==> config.mk <==
export PLATFORM = sky130hd
export DESIGN_NAME = decomp_scheduler
export DESIGN_NICKNAME = d
export VERILOG_FILES = /design/src/rtl/hacd_pkg.sv /design/src/rtl/rr_arbiter2.sv /design/src/rtl/decomp_scheduler.sv
export SDC_FILE = /design/constraint.sdc
export NUM_CORES = 1
export LEC_CHECK = 0
export ABC_AREA = 1
export BUFFER_PORTS_ARGS = -buffer_cell sky130_fd_sc_hd__buf_4
export CAP_MARGIN = 25
export CORE_MARGIN = 5
export CORE_UTILIZATION = 49
export DETAILED_ROUTE_END_ITERATION = 8
export GPL_ROUTABILITY_DRIVEN = 0
export GPL_TIMING_DRIVEN = 1
export PLACE_DENSITY = 0.85
export SYNTH_ARGS = -nofsm -noshare
export SYNTH_HDL_FRONTEND = slang
export SYNTH_HIERARCHICAL = 1
export SYNTH_SLANG_ARGS = --single-unit
==> constraint.sdc <==
create_clock -name clk_i -period 1.7 [get_ports clk_i]
set_input_delay 0.34 -clock clk_i [delete_from_list [all_inputs] [get_ports clk_i]]
set_output_delay 0.34 -clock clk_i [all_outputs]
set_load 0.1 [all_outputs]
==> src/rtl/hacd_pkg.sv <==
// rtl/hacd_pkg.sv - shared scheduler state encodings and requester indices
package hacd_pkg;

  typedef enum logic [2:0] {
    ST_IDLE,
    ST_GRANT,
    ST_RUN,
    ST_RELEASE,
    ST_ERROR
  } sched_state_e;

  localparam int REQ_FAULT    = 0;
  localparam int REQ_PREFETCH = 1;
  localparam int CNT_WIDTH    = 16;

endpackage

==> src/rtl/rr_arbiter2.sv <==
// rtl/rr_arbiter2.sv - two-way round-robin selector producing a one-hot winner
module rr_arbiter2
  import hacd_pkg::*;
(
  input  logic [1:0] req,
  input  logic       last_grant,
  output logic [1:0] winner
);

  always_comb begin
    winner = 2'b00;
    if (req == 2'b11) begin
      // On a tie the requester that did not win last time goes first.
      winner[REQ_FAULT]    = last_grant;
      winner[REQ_PREFETCH] = ~last_grant;
    end else begin
      winner = req;
    end
  end

endmodule

==> src/rtl/decomp_scheduler.sv <==
// rtl/decomp_scheduler.sv - arbitrates fault/prefetch jobs onto one decompressor with timeout
module decomp_scheduler
  import hacd_pkg::*;
#(
  parameter int PPN_WIDTH      = 20,
  parameter int TIMEOUT_CYCLES = 4096
) (
  input  logic                 clk_i,
  input  logic                 rst_ni,
  input  logic [1:0]           req_valid,
  input  logic [PPN_WIDTH-1:0] req_ppn0,
  input  logic [PPN_WIDTH-1:0] req_ppn1,
  input  logic [13:0]          req_size0,
  input  logic [13:0]          req_size1,
  output logic [1:0]           req_ready,
  output logic [1:0]           job_done,
  output logic                 job_err,
  output logic                 decomp_start,
  output logic [13:0]          comp_size,
  output logic [PPN_WIDTH-1:0] active_ppn,
  input  logic                 decomp_done,
  output logic                 busy
);

  localparam logic [CNT_WIDTH-1:0] CNT_LAST = CNT_WIDTH'(TIMEOUT_CYCLES - 1);

  sched_state_e         state, state_next;
  logic                 owner;
  logic                 last_grant;
  logic [CNT_WIDTH-1:0] cnt;
  logic [1:0]           winner;
  logic                 win_idx;
  logic [1:0]           owner_onehot;

  rr_arbiter2 u_arb (
    .req        (req_valid),
    .last_grant (last_grant),
    .winner     (winner)
  );

  assign win_idx      = winner[REQ_PREFETCH];
  assign owner_onehot = owner ? 2'b10 : 2'b01;
  assign busy         = (state != ST_IDLE);

  always_ff @(posedge clk_i or negedge rst_ni) begin
    if (!rst_ni) begin
      state        <= ST_IDLE;
      owner        <= 1'b0;
      last_grant   <= 1'b1;
      cnt          <= '0;
      decomp_start <= 1'b0;
      comp_size    <= '0;
      active_ppn   <= '0;
    end else begin
      state        <= state_next;
      decomp_start <= (state_next == ST_RUN);
      case (state)
        ST_IDLE: begin
          if (|req_valid) begin
            owner      <= win_idx;
            last_grant <= win_idx;
          end
        end
        ST_GRANT: begin
          // Requester still holds its data during the acceptance cycle.
          cnt        <= '0;
          active_ppn <= owner ? req_ppn1 : req_ppn0;
          comp_size  <= owner ? req_size1 : req_size0;
        end
        ST_RUN: begin
          if (!decomp_done && (cnt != CNT_LAST)) begin
            cnt <= cnt + 1'b1;
          end
        end
        default: ;
      endcase
    end
  end

  always_comb begin
    state_next = state;
    req_ready  = 2'b00;
    job_done   = 2'b00;
    job_err    = 1'b0;
    case (state)
      ST_IDLE: begin
        if (|req_valid) state_next = ST_GRANT;
      end
      ST_GRANT: begin
        req_ready  = owner_onehot;
        state_next = ST_RUN;
      end
      ST_RUN: begin
        // Completion wins over a timeout landing in the same cycle.
        if (decomp_done)            state_next = ST_RELEASE;
        else if (cnt == CNT_LAST)   state_next = ST_ERROR;
      end
      ST_RELEASE: begin
        if (!decomp_done) begin
          job_done   = owner_onehot;
          state_next = ST_IDLE;
        end
      end
      ST_ERROR: begin
        job_done   = owner_onehot;
        job_err    = 1'b1;
        state_next = ST_IDLE;
      end
      default: state_next = ST_IDLE;
    endcase
  end

endmodule

==> qor.yml <==
timing:
  fin_tns_setup_ps: -109.1
  tightest_slew_ps: 392.9
  slew_violations: 0
  setup_ws_ps: -48.10
  rsz0062_at_grt: "true"
  maxSlewHeadroom: 0.7371
  fin_crit_ps: 1748
  fin_worst_skew_ps: 3.801
  finalHoldViolations: 0
  setup_viol_count_final: 4
  fmax_ghz: 0.5721
  post-route-period-util: 1.028
place:
  dp_slack_ps: 117.0
  dp.cells: 562
  dp_hpwl_um: 6317
  io_buffer_count: 113
  placed_cell_area_mm2: 0.003879
routing:
  drc: 0
  vias_per_cell: 5.140
  first_pass_iters: 4
  drtIter0Drc: 195
  finalWirelength_um: 8411
  vias: 2945
  ant_nets: 0
  wire_per_inst_um: 14.68
worst_setup_path:
  cpPeakStageDelay_ps: 420
  cp_data_arrival_time_ps: 1410
  cp_data_required_time_ps: 1360
  crit_fanout: 3
  rr_startpoint: "state[2]$_DFF_PN0_"
  critPathCaptureType: "output pin"
  path_cells: "inv_2 -> nand2_4 -> nor2_4 -> a21oi_4 -> nor2_4 -> buf_12"
  crit_family: "flip-flops"
  crit_type: "flop to output pin"
  worstSetupStartpointType: "flop"
  cp.buffers_inverters: 2
  critPathSlowestCell: "dfrtp_1"
  worstSetupStartpoint: "state[2]$_DFF_PN0_"
  cp_common_cell: "nor2_4"
finish:
  final_common_cell: "nand2_1"
  diodes: 0
  stdcell_count: 573
  layout-drive-gt1-share: 0.3454
  final_cell_mix: "nand2_1 (163), buf_4 (121), dfrtp_1 (53)"
  utilization: 0.7091
  fin_area_mm2: 0.004124
  area_growth_pct: 43.37
  nNetsFinal: 572
grt:
  gr-total-overflow: 0
  grt_pass1_wl_um: 14060
  grt_antenna_before_repair: 0
  grt_max_degree: 35
  grt_usage: 0.2378
  grt_pass1_vias: 3168
power_and_ir_drop:
  pwr-share-seq: 0.238
  p_leak_nw: 2.059
  intPower_mw: 3.780
  power_switching_mw: 5.413
  swShare: 0.5888
  clkPwrFrac: 0.110
  power_density_mw_per_mm2: 2229
  vdd_drop_max_v: 0.001752
  combPwrFrac: 0.653
worst_hold_path:
  min-delay-start: "req_ppn1[7]"
  hold_path.class: "input pin to flop"
yosys:
  syn_area_mm2: 0.002877
  syn_avg_cell_area_um2: 7.671
  synth_cells: 375
  ys_warn_count: 6
  synth_nets: 449
clock_network:
  cts.htree.levels: 2
  cts_inserted_buffers: 5
  cts_tree: "done"
  clk_pin_slew_ps: 100
  clk_latency_ps: 310
  cts_buffer_depth: 2
  cts-root-buf: "clkbuf_8"
  cts.sinks: 56
run_status:
  status: "complete, but fails checks"
  violations: "negative setup slack"
floorplan:
  pin_count: 114
  die_h_um: 86.62
  die_w_um: 86.62
  die-area_mm2: 0.007503
  core_mm2: 0.005816
  placementRows: 28
  start_util: 0.4946
run:
  drv_cap: 0
[worst reg2reg max path, delay by kind of cell (launching register included)]
kind / cells / cell delay [ps]
AND/OR/NAND/NOR: 5 / 470
buffers and inverters: 4 / 670
flip-flops: 1 / 420
[flip-flops by register name (all words and copies together), names as in the netlist]
signal,flops
comp_size,14
state,3
last_grant,1
decomp_start,1
owner,1
active_ppn,20
cnt,16
[layout make-up]
type / instances / area (µm²)
multi-input combinational: 285 / 1383
clock inverter: 2 / 60.06
inverter: 22 / 83.83
clock buffer: 5 / 68.82
sequential: 56 / 1405
fill: 455 / 1692
tap: 75 / 93.84
timing repair buffer: 128 / 1030
[final timing paths]
kind,depth (start not counted),to,slack [ps]
max,6,job_done[1],-50
min,3,active_ppn[7]$_DFFE_PN0P_,230
max reg2reg,9,active_ppn[15]$_DFFE_PN0P_,90
min reg2reg,2,last_grant$_DFFE_PN1P_,470
max in group asynchronous,3,last_grant$_DFFE_PN1P_,670
min in group asynchronous,2,cnt[2]$_DFFE_PN0P_,460
[power groups by stage]
stage	clock network (mW)	registers, mW	logic (mW)
6_report	1.01	2.19	6.00
2_1_floorplan	0	5.05	1.61
3_5_place_dp	0	2.16	5.86
4_1_cts	1.03	2.18	5.95
3_3_place_gp	0	2.17	5.77
5_1_grt	1.09	2.25	6.28
[per-layer routing]
layer	vias up	track usage	wire (µm)
met5	-	0	0
met4	0	0.1161	351
met3	32	0.08745	717
met2	126	0.3873	4136
met1	1359	0.2765	3205
li1	1428	-	-
[through the flow]
step           total power [mW]  hold WS [ps]
6_report                  9.193         227.1
5_1_grt                   9.614         219.8
4_1_cts                   9.156         221.7
3_5_place_dp              8.025         258.2
3_3_place_gp              7.942         255.8
2_1_floorplan             6.668         44.41
[repair_timing]
item                                   CTS  global route
pin swaps                                3             0
endpoints found under the hold margin   21             0
resized for setup                       18             5
setup buffers                            2             1
setup endpoints to repair                4            25
gates cloned                             0             0
hold buffers                             1             0
Note: power is estimated with default switching activity, not from simulation.
